`config.mk`:
```
export PLATFORM = sky130hd
export DESIGN_NAME = macro_test_harness
export DESIGN_NICKNAME = d
export VERILOG_FILES = /design/src/rtl/macro_harness_pkg.sv /design/src/rtl/macro_harness_crc8.sv /design/src/rtl/macro_test_harness.sv
export SDC_FILE = /design/constraint.sdc
export NUM_CORES = 1
export LEC_CHECK = 0
export CAP_MARGIN = 20
export CORE_MARGIN = 5
export CORE_UTILIZATION = 30
export CTS_CLUSTER_SIZE = 30
export DETAILED_ROUTE_END_ITERATION = 7
export DONT_BUFFER_PORTS = 1
export PLACE_DENSITY = 0.5
export REMOVE_ABC_BUFFERS = 1
export SETUP_SLACK_MARGIN = 0.3
export SLEW_MARGIN = 20
export SYNTH_ARGS = -nofsm -noshare
export SYNTH_HDL_FRONTEND = slang
export SYNTH_SLANG_ARGS = --single-unit
```
`constraint.sdc`:
```
create_clock -name clk -period 7.7 [get_ports clk]
set_input_delay 1.54 -clock clk [delete_from_list [all_inputs] [get_ports clk]]
set_output_delay 1.54 -clock clk [all_outputs]
set_load 0.1 [all_outputs]
```
`src/rtl/macro_harness_pkg.sv`:
```
// macro_harness_pkg
// Shared definitions for the macro test harness: command opcodes, the
// controller state encoding, and the CRC-8 polynomial with a byte-update
// helper. The CRC pieces are only used when MACRO_HARNESS_CRC_EN is defined.
package macro_harness_pkg;

  localparam logic [2:0] OP_SEL    = 3'd0;
  localparam logic [2:0] OP_LOAD   = 3'd1;
  localparam logic [2:0] OP_APPLY  = 3'd2;
  localparam logic [2:0] OP_READ   = 3'd3;
  localparam logic [2:0] OP_STATUS = 3'd4;

  localparam logic [7:0] CRC8_POLY = 8'h07;

  typedef enum logic [1:0] {
    ST_IDLE   = 2'd0,
    ST_LOAD_B = 2'd1,
    ST_SETTLE = 2'd2,
    ST_RSP_B  = 2'd3
  } state_e;

  // One byte of CRC-8, processed MSB first.
  function automatic logic [7:0] crc8_update(input logic [7:0] crc, input logic [7:0] data);
    logic [7:0] c;
    c = crc ^ data;
    for (int i = 0; i < 8; i++) begin
      c = c[7] ? ({c[6:0], 1'b0} ^ CRC8_POLY) : {c[6:0], 1'b0};
    end
    return c;
  endfunction

endpackage

```
`src/rtl/macro_harness_crc8.sv`:
```
// macro_harness_crc8
// Byte-serial CRC-8 (poly 0x07, init 0x00). Instantiated by the harness only
// when MACRO_HARNESS_CRC_EN is defined.
//   clk, rst_n : clock, async active-low reset
//   clr        : restart the CRC at 0x00 (wins over upd)
//   upd        : fold data into the running CRC
//   data       : byte to fold in
//   crc        : running CRC value
module macro_harness_crc8
  import macro_harness_pkg::*;
(
  input  logic       clk,
  input  logic       rst_n,
  input  logic       clr,
  input  logic       upd,
  input  logic [7:0] data,
  output logic [7:0] crc
);

  logic [7:0] crc_q;
  logic [7:0] crc_d;

  // Next CRC value; clear takes priority over an update in the same cycle.
  always_comb begin
    crc_d = crc_q;
    if (clr) begin
      crc_d = 8'h00;
    end else if (upd) begin
      crc_d = crc8_update(crc_q, data);
    end
  end

  always_ff @(posedge clk or negedge rst_n) begin
    if (!rst_n) begin
      crc_q <= 8'h00;
    end else begin
      crc_q <= crc_d;
    end
  end

  assign crc = crc_q;

endmodule

```
`src/rtl/macro_test_harness.sv`:
```
// macro_test_harness
// Byte-command harness that drives and observes up to N_CH macro channels.
// Commands arrive one byte at a time on cmd_*; READ/STATUS answers leave on
// rsp_*. Each channel has a drive register on mac_din, and there is one
// shadow register that LOAD fills. APPLY copies shadow into the selected
// channel, enables it for arg+1 cycles, then captures its mac_dout.
// Optional feature macro: MACRO_HARNESS_CRC_EN appends a CRC-8 byte to READ.
//   clk, rst_n           : clock, async active-low reset
//   cmd_valid/ready/data : command byte handshake
//   rsp_valid/ready/data : response byte handshake
//   mac_din              : per-channel stimulus, channel c at [c*DIN_W +: DIN_W]
//   mac_en               : one-hot enable of the channel under test
//   mac_dout             : per-channel observation
module macro_test_harness
  import macro_harness_pkg::*;
#(
  parameter int N_CH   = 4,
  parameter int DIN_W  = 16,
  parameter int DOUT_W = 16
) (
  input  logic                     clk,
  input  logic                     rst_n,
  input  logic                     cmd_valid,
  output logic                     cmd_ready,
  input  logic [7:0]               cmd_data,
  output logic                     rsp_valid,
  input  logic                     rsp_ready,
  output logic [7:0]               rsp_data,
  output logic [N_CH*DIN_W-1:0]    mac_din,
  output logic [N_CH-1:0]          mac_en,
  input  logic [N_CH*DOUT_W-1:0]   mac_dout
);

  localparam int LOAD_BYTES = DIN_W / 8;
  localparam int RD_BYTES   = DOUT_W / 8;
`ifdef MACRO_HARNESS_CRC_EN
  localparam int RSP_BYTES  = RD_BYTES + 1;
`else
  localparam int RSP_BYTES  = RD_BYTES;
`endif
  localparam logic [2:0] LOAD_LAST = 3'(LOAD_BYTES - 1);
  localparam logic [2:0] RSP_LAST  = 3'(RSP_BYTES - 1);
  localparam logic [2:0] RD_NB     = 3'(RD_BYTES);
  localparam logic [4:0] N_CH_L    = 5'(N_CH);

  state_e                  state_q, state_d;
  logic [2:0]              sel_q, sel_d;
  logic                    err_q, err_d;
  logic [DIN_W-1:0]        shadow_q, shadow_d;
  logic [N_CH*DIN_W-1:0]   drive_q, drive_d;
  logic [DOUT_W-1:0]       capture_q, capture_d;
  logic [2:0]              cnt_q, cnt_d;
  logic [4:0]              settle_q, settle_d;
  logic                    is_status_q, is_status_d;
  logic [7:0]              status_q, status_d;

  logic [2:0] op;
  logic [4:0] arg;
  logic       cmd_accept;
  logic       rsp_fire;

  assign op         = cmd_data[7:5];
  assign arg        = cmd_data[4:0];
  assign cmd_accept = cmd_valid & cmd_ready;
  assign rsp_fire   = rsp_valid & rsp_ready;

`ifdef MACRO_HARNESS_CRC_EN
  logic       crc_clr;
  logic       crc_upd;
  logic [7:0] crc_val;

  macro_harness_crc8 u_crc8 (
    .clk   (clk),
    .rst_n (rst_n),
    .clr   (crc_clr),
    .upd   (crc_upd),
    .data  (rsp_data),
    .crc   (crc_val)
  );
`endif

  // State and datapath registers.
  always_ff @(posedge clk or negedge rst_n) begin
    if (!rst_n) begin
      state_q     <= ST_IDLE;
      sel_q       <= 3'd0;
      err_q       <= 1'b0;
      shadow_q    <= '0;
      drive_q     <= '0;
      capture_q   <= '0;
      cnt_q       <= 3'd0;
      settle_q    <= 5'd0;
      is_status_q <= 1'b0;
      status_q    <= 8'h00;
    end else begin
      state_q     <= state_d;
      sel_q       <= sel_d;
      err_q       <= err_d;
      shadow_q    <= shadow_d;
      drive_q     <= drive_d;
      capture_q   <= capture_d;
      cnt_q       <= cnt_d;
      settle_q    <= settle_d;
      is_status_q <= is_status_d;
      status_q    <= status_d;
    end
  end

  // Next state and register updates. The STATUS byte is latched when the
  // command is accepted, so err can be cleared immediately.
  always_comb begin
    state_d     = state_q;
    sel_d       = sel_q;
    err_d       = err_q;
    shadow_d    = shadow_q;
    drive_d     = drive_q;
    capture_d   = capture_q;
    cnt_d       = cnt_q;
    settle_d    = settle_q;
    is_status_d = is_status_q;
    status_d    = status_q;
`ifdef MACRO_HARNESS_CRC_EN
    crc_clr     = 1'b0;
    crc_upd     = 1'b0;
`endif
    case (state_q)
      ST_IDLE: begin
        if (cmd_accept) begin
          case (op)
            OP_SEL: begin
              if (arg < N_CH_L) begin
                sel_d = arg[2:0];
              end else begin
                err_d = 1'b1;
              end
            end
            OP_LOAD: begin
              cnt_d   = 3'd0;
              state_d = ST_LOAD_B;
            end
            OP_APPLY: begin
              drive_d[sel_q*DIN_W +: DIN_W] = shadow_q;
              settle_d = arg;
              state_d  = ST_SETTLE;
            end
            OP_READ: begin
              cnt_d       = 3'd0;
              is_status_d = 1'b0;
              state_d     = ST_RSP_B;
`ifdef MACRO_HARNESS_CRC_EN
              crc_clr     = 1'b1;
`endif
            end
            OP_STATUS: begin
              status_d    = {err_q, 4'b0000, sel_q};
              err_d       = 1'b0;
              cnt_d       = 3'd0;
              is_status_d = 1'b1;
              state_d     = ST_RSP_B;
            end
            default: err_d = 1'b1;
          endcase
        end
      end
      ST_LOAD_B: begin
        if (cmd_accept) begin
          shadow_d[cnt_q*8 +: 8] = cmd_data;
          if (cnt_q == LOAD_LAST) begin
            state_d = ST_IDLE;
          end else begin
            cnt_d = cnt_q + 3'd1;
          end
        end
      end
      ST_SETTLE: begin
        // The counter holds the remaining settle cycles; capture on the
        // edge that closes the last one.
        if (settle_q == 5'd0) begin
          capture_d = mac_dout[sel_q*DOUT_W +: DOUT_W];
          state_d   = ST_IDLE;
        end else begin
          settle_d = settle_q - 5'd1;
        end
      end
      ST_RSP_B: begin
        if (rsp_fire) begin
`ifdef MACRO_HARNESS_CRC_EN
          crc_upd = !is_status_q && (cnt_q < RD_NB);
`endif
          if (is_status_q || cnt_q == RSP_LAST) begin
            state_d = ST_IDLE;
          end else begin
            cnt_d = cnt_q + 3'd1;
          end
        end
      end
      default: state_d = ST_IDLE;
    endcase
  end

  // Outputs decoded from the registered state.
  always_comb begin
    cmd_ready = (state_q == ST_IDLE) || (state_q == ST_LOAD_B);
    rsp_valid = (state_q == ST_RSP_B);
    mac_en    = '0;
    rsp_data  = 8'h00;
    if (state_q == ST_SETTLE) begin
      mac_en = N_CH'(1) << sel_q;
    end
    if (state_q == ST_RSP_B) begin
      if (is_status_q) begin
        rsp_data = status_q;
      end else if (cnt_q < RD_NB) begin
        rsp_data = capture_q[cnt_q*8 +: 8];
      end else begin
`ifdef MACRO_HARNESS_CRC_EN
        rsp_data = crc_val;
`else
        rsp_data = 8'h00;
`endif
      end
    end
  end

  assign mac_din = drive_q;

endmodule
```
== Word level (Yosys, flattened, before mapping) ==
Index checks and enable logic that the tools add are counted.
Storage, ports and cells
  register bits: 115
  input port bits: 76
  output and inout bits: 78
  word-level logic and storage cells: 96
Cells by class
  $add $sub $neg: 4
  order comparisons: 2
  equal/unequal tests: 21
  shift operators: 7
  mux-type cells: 28
  bitwise logic cells: 3
  reductions and logical operators: 21
Operators with widths (count)
  $bwmux 64: 1
  $shift 16x34->64 const A: 1
  $shiftx 16x34->64: 1
  $shiftx 64x8->16: 1
  $neg 6->34: 1
  $neg 7->34: 1
  $shift 8x34->16 const A: 1
  $shiftx 8x34->16: 1
  $mux 8: 3
  $mux 3: 6
  $ne 2x2->1 const B: 9
  $bwmux 16: 1
  $shiftx 16x7->8: 1
  $mux 5: 3
  $reduce_and 7->1: 2
  $mux 2: 6
  $reduce_and 4->1: 3
  $pmux 5 s2: 1
  $pmux 3 s3: 1
  $reduce_and 3->1: 3
  $pmux 2 s4: 1
  $eq 3x1->1 const B: 2
  $eq 3x2->1 const B: 2
  $ne 2x1->1 const B: 3
  other kinds (25): 31

== Logic depth before layout (Yosys ltp) ==
  depth in word-level cells: 5
  gate-level depth with buffers: 9
  gate-level depth less buffers: 7

== Worst setup path after synthesis ==
Ideal clock, no wire load.
  path type: flip-flop to output port
  start point: reg state_q[0]
  end point: out rsp_data[0]
  arrival time: 3087 ps
  required time: 6160 ps
  setup slack: 3073 ps
  stages on the path, launching flop included: 5
  buffers on the path: 0
  path through: dfrtp_1 > nor2b_1 > and2_1 > nand3b_1 > o21ai_0
On the way
  cells in the longest elaborated chain, start to end: 2
RTL lines
  from (decl): RTL line macro_test_harness.sv:46  | state_e state_q, state_d;
  from (signal assigned): RTL line macro_test_harness.sv:96  | state_q <= state_d;
  $eq 2x2->1: RTL line macro_test_harness.sv:210  | if (state_q == ST_RSP_B) begin
  $mux 8: RTL line macro_test_harness.sv:210
  to (decl): RTL line macro_test_harness.sv:28  | output logic [7:0] rsp_data,
Every way passes these cells.

== Worst setup path in the final report ==
  start point: reg state_q[0]
  end point: out rsp_data[2]
The elaborated chain is that of the path after synthesis.

==> results.json <==
{
  "status": "complete, no violations",
  "hpwl_mm": 9.40,
  "synth_area_leader_cell": "dfrtp_1",
  "min_path_type": "reg2reg",
  "setup_tns_ns": 0,
  "globalplace.congestion": 0.772,
  "synth_seq_cells": 115,
  "syn_to_final_growth_pct": 15.1,
  "arrival_ns": 2.95,
  "grt_pass1_vias": 3618,
  "timing.final.crit_share_pct": 58.4,
  "min_period_ns": 4.49,
  "drive_above_1_share_pct": 30.8,
  "rows": 49,
  "syn_area_per_cell_um2": 12.4,
  "postCtsSetupBuffers": 0,
  "grt_pass1_wl_mm": 20.2,
  "clock_skew_ns": 0.00890,
  "worstMarginPinSlew_ns": 1.10,
  "syn_inst": 435,
  "vdd_ir_drop_max_mv": 0.156,
  "rsz0062_at_grt": "false",
  "clk_pin_slew_ns": 0.05,
  "first_pass_iters": 4,
  "async_reset_ff_share_pct": 100,
  "die_area_mm2": 0.0208,
  "pwr_density_cell_mw_per_mm2": 364,
  "synth_cell_types": 42,
  "startpoint_type": "register",
  "synthesis.area_mm2": 0.00540,
  "start_util_pct": 30.3,
  "groute.usage.overall_pct": 12.8,
  "path_max_fanout": 16,
  "antenna_found_initial": 0,
  "slew_headroom_pct": 26.4,
  "synth_top_area_share_pct": 53.3,
  "drc": 0,
  "grt_overflow": 0,
  "synth_area_leaders": "dfrtp_1 (53%), mux2_2 (14%), mux4_2 (6.7%)",
  "port_buffers": 0,
  "clkLatencyLatePin_ns": 0.41,
  "yosysMostFrequentCell": "dfrtp_1",
  "worst-setup-path-type": "reg2out",
  "drv_slew": 0,
  "grt_max_degree": 116,
  "synth_seq_area_share_pct": 53.3,
  "coreArea_mm2": 0.0178,
  "synth_warnings": 0,
  "cts_resized": 0,
  "num_antenna_cells": 0,
  "synthFlopType": "dfrtp_1",
  "htreeDepth": 4,
  "cp.required_ns": 6.16,
  "vias": 3367,
  "clockRootBuffer": "clkbuf_16",
  "p_leak_nw": 2.88,
  "die_h_um": 144,
  "maxClockFrequency_mhz": 223,
  "synth_edf_count": 0,
  "holdBufCountCts": 0,
  "drt_wl_total_mm": 13.1,
  "whs_ns": 0.476,
  "detail-route-antenna-nets": 0,
  "drt-wirelength-per-cell_um": 19.4,
  "cts-buffers-inserted": 17,
  "final_hold_viol_count": 0,
  "maxCapViolCount": 0,
  "cts_tree": "done",
  "clockBufferDepth": 2,
  "netlist_top_cells_count": "dfrtp_1 (115), mux2_2 (65), nand2_1 (54)",
  "nets": 518,
  "finalSetupViolCount": 0,
  "critPathCaptureType": "primary output",
  "via_per_inst": 5.00,
  "drt_iter0_drc": 189,
  "clock_sink_count": 115,
  "die_width_um": 144,
  "io_pins": 154
}
-- layout by cell type, fill, tap and decap left out, types with 3 or more instances in the layout --
master / synthesis / final
clkinv_2: 0 / 3
and3_1: 5 / 5
a211oi_1: 4 / 4
nor2_1: 12 / 8
o21ai_0: 41 / 37
ha_1: 10 / 10
dfrtp_1: 115 / 115
a21oi_1: 5 / 5
nand3_1: 11 / 11
bufinv_16: 0 / 3
mux2_2: 65 / 65
inv_1: 15 / 15
o21ai_2: 0 / 4
nand4_1: 3 / 3
nand2b_1: 4 / 4
nor2b_1: 4 / 4
mux4_2: 16 / 16
clkinv_4: 0 / 3
and2_1: 4 / 4
clkbuf_16: 0 / 17
mux2_4: 10 / 10
nand2_1: 54 / 54
mux2i_1: 10 / 10
nor2_2: 0 / 4
-- sequential cells by signal, indices dropped and copies added (netlist names) --
| signal | cells |
|---|---|
| is_status_q | 1 |
| status_q | 4 |
| sel_q | 3 |
| state_q | 2 |
| mac_din | 64 |
| settle_q | 5 |
| cnt_q | 3 |
| err_q | 1 |
| shadow_q | 16 |
| capture_q | 16 |
-- layer usage --
| metal | track usage [%] | share of wire (%) | vias up |
|---|---|---|---|
| met2 | 19.7 | 46 | 129 |
| met1 | 15.9 | 42 | 1678 |
| met5 | 0 | 0 | - |
| met4 | 3.09 | 0.31 | 0 |
| li1 | - | - | 1558 |
| met3 | 7.08 | 11 | 2 |
-- per-stage QoR --
stage | cells | util (%) | cell area, um^2 | power (mW) | setup WS [ns]
2_1_floorplan | 411 | - | 5280 | 1.36 | 2.93
5_1_grt | 674 | 34.9 | 6220 | 2.38 | 2.99
4_1_cts | 674 | 34.9 | 6220 | 2.30 | 3.15
3_3_place_gp | 642 | 31.4 | 5610 | 1.46 | 3.67
6_report | 674 | 34.9 | 6220 | 2.26 | 3.21
3_5_place_dp | 642 | 31.4 | 5610 | 1.48 | 3.60
-- report_power, final --
part | leakage, nW | internal [mW] | switching [mW]
clock | 0.296 | 0.526 | 0.274
sequential | 1.49 | 0.724 | 0.348
combinational | 1.09 | 0.182 | 0.207
total | 2.88 | 1.43 | 0.829
-- area by class of cell --
type	instances	area (um^2)
Clock buffer	20	457
Fill cell	1741	11600
Multi-Input combinational cell	281	2370
Inverter	15	56.3
Clock inverter	12	155
Tap cell	229	287
Sequential cell	115	2880
Timing Repair Buffer	2	15.0
-- critical path, cell delays in order, from the launching register on --
cell,delay [ns]
dfrtp_1,0.61
nor2b_1,0.26
and2_1,0.17
nand3b_1,0.45
o21ai_2,1.06
-- cell families after synthesis --
group	Yosys count	share of synthesized area, %
mux	101	24.8
simple gates	110	9.93
compound gates	60	6.27
buf+inv	39	3.38
flops	115	53.3
fa+ha+maj	10	2.32
-- final timing paths --
path	start	end	slack [ns]	cells after the start
min reg2reg	capture_q[15]	capture_q[15]	0.48	2
max in group asynchronous	rst_n	capture_q[12]	6.74	0
max	state_q[0]	rsp_data[2]	3.21	4
max reg2reg	sel_q[1]	mac_din[17]	4.30	6
min	capture_q[15]	capture_q[15]	0.48	2
min in group asynchronous	rst_n	mac_din[11]	0.83	0
Note: power is estimated with default switching activity, not from simulation.
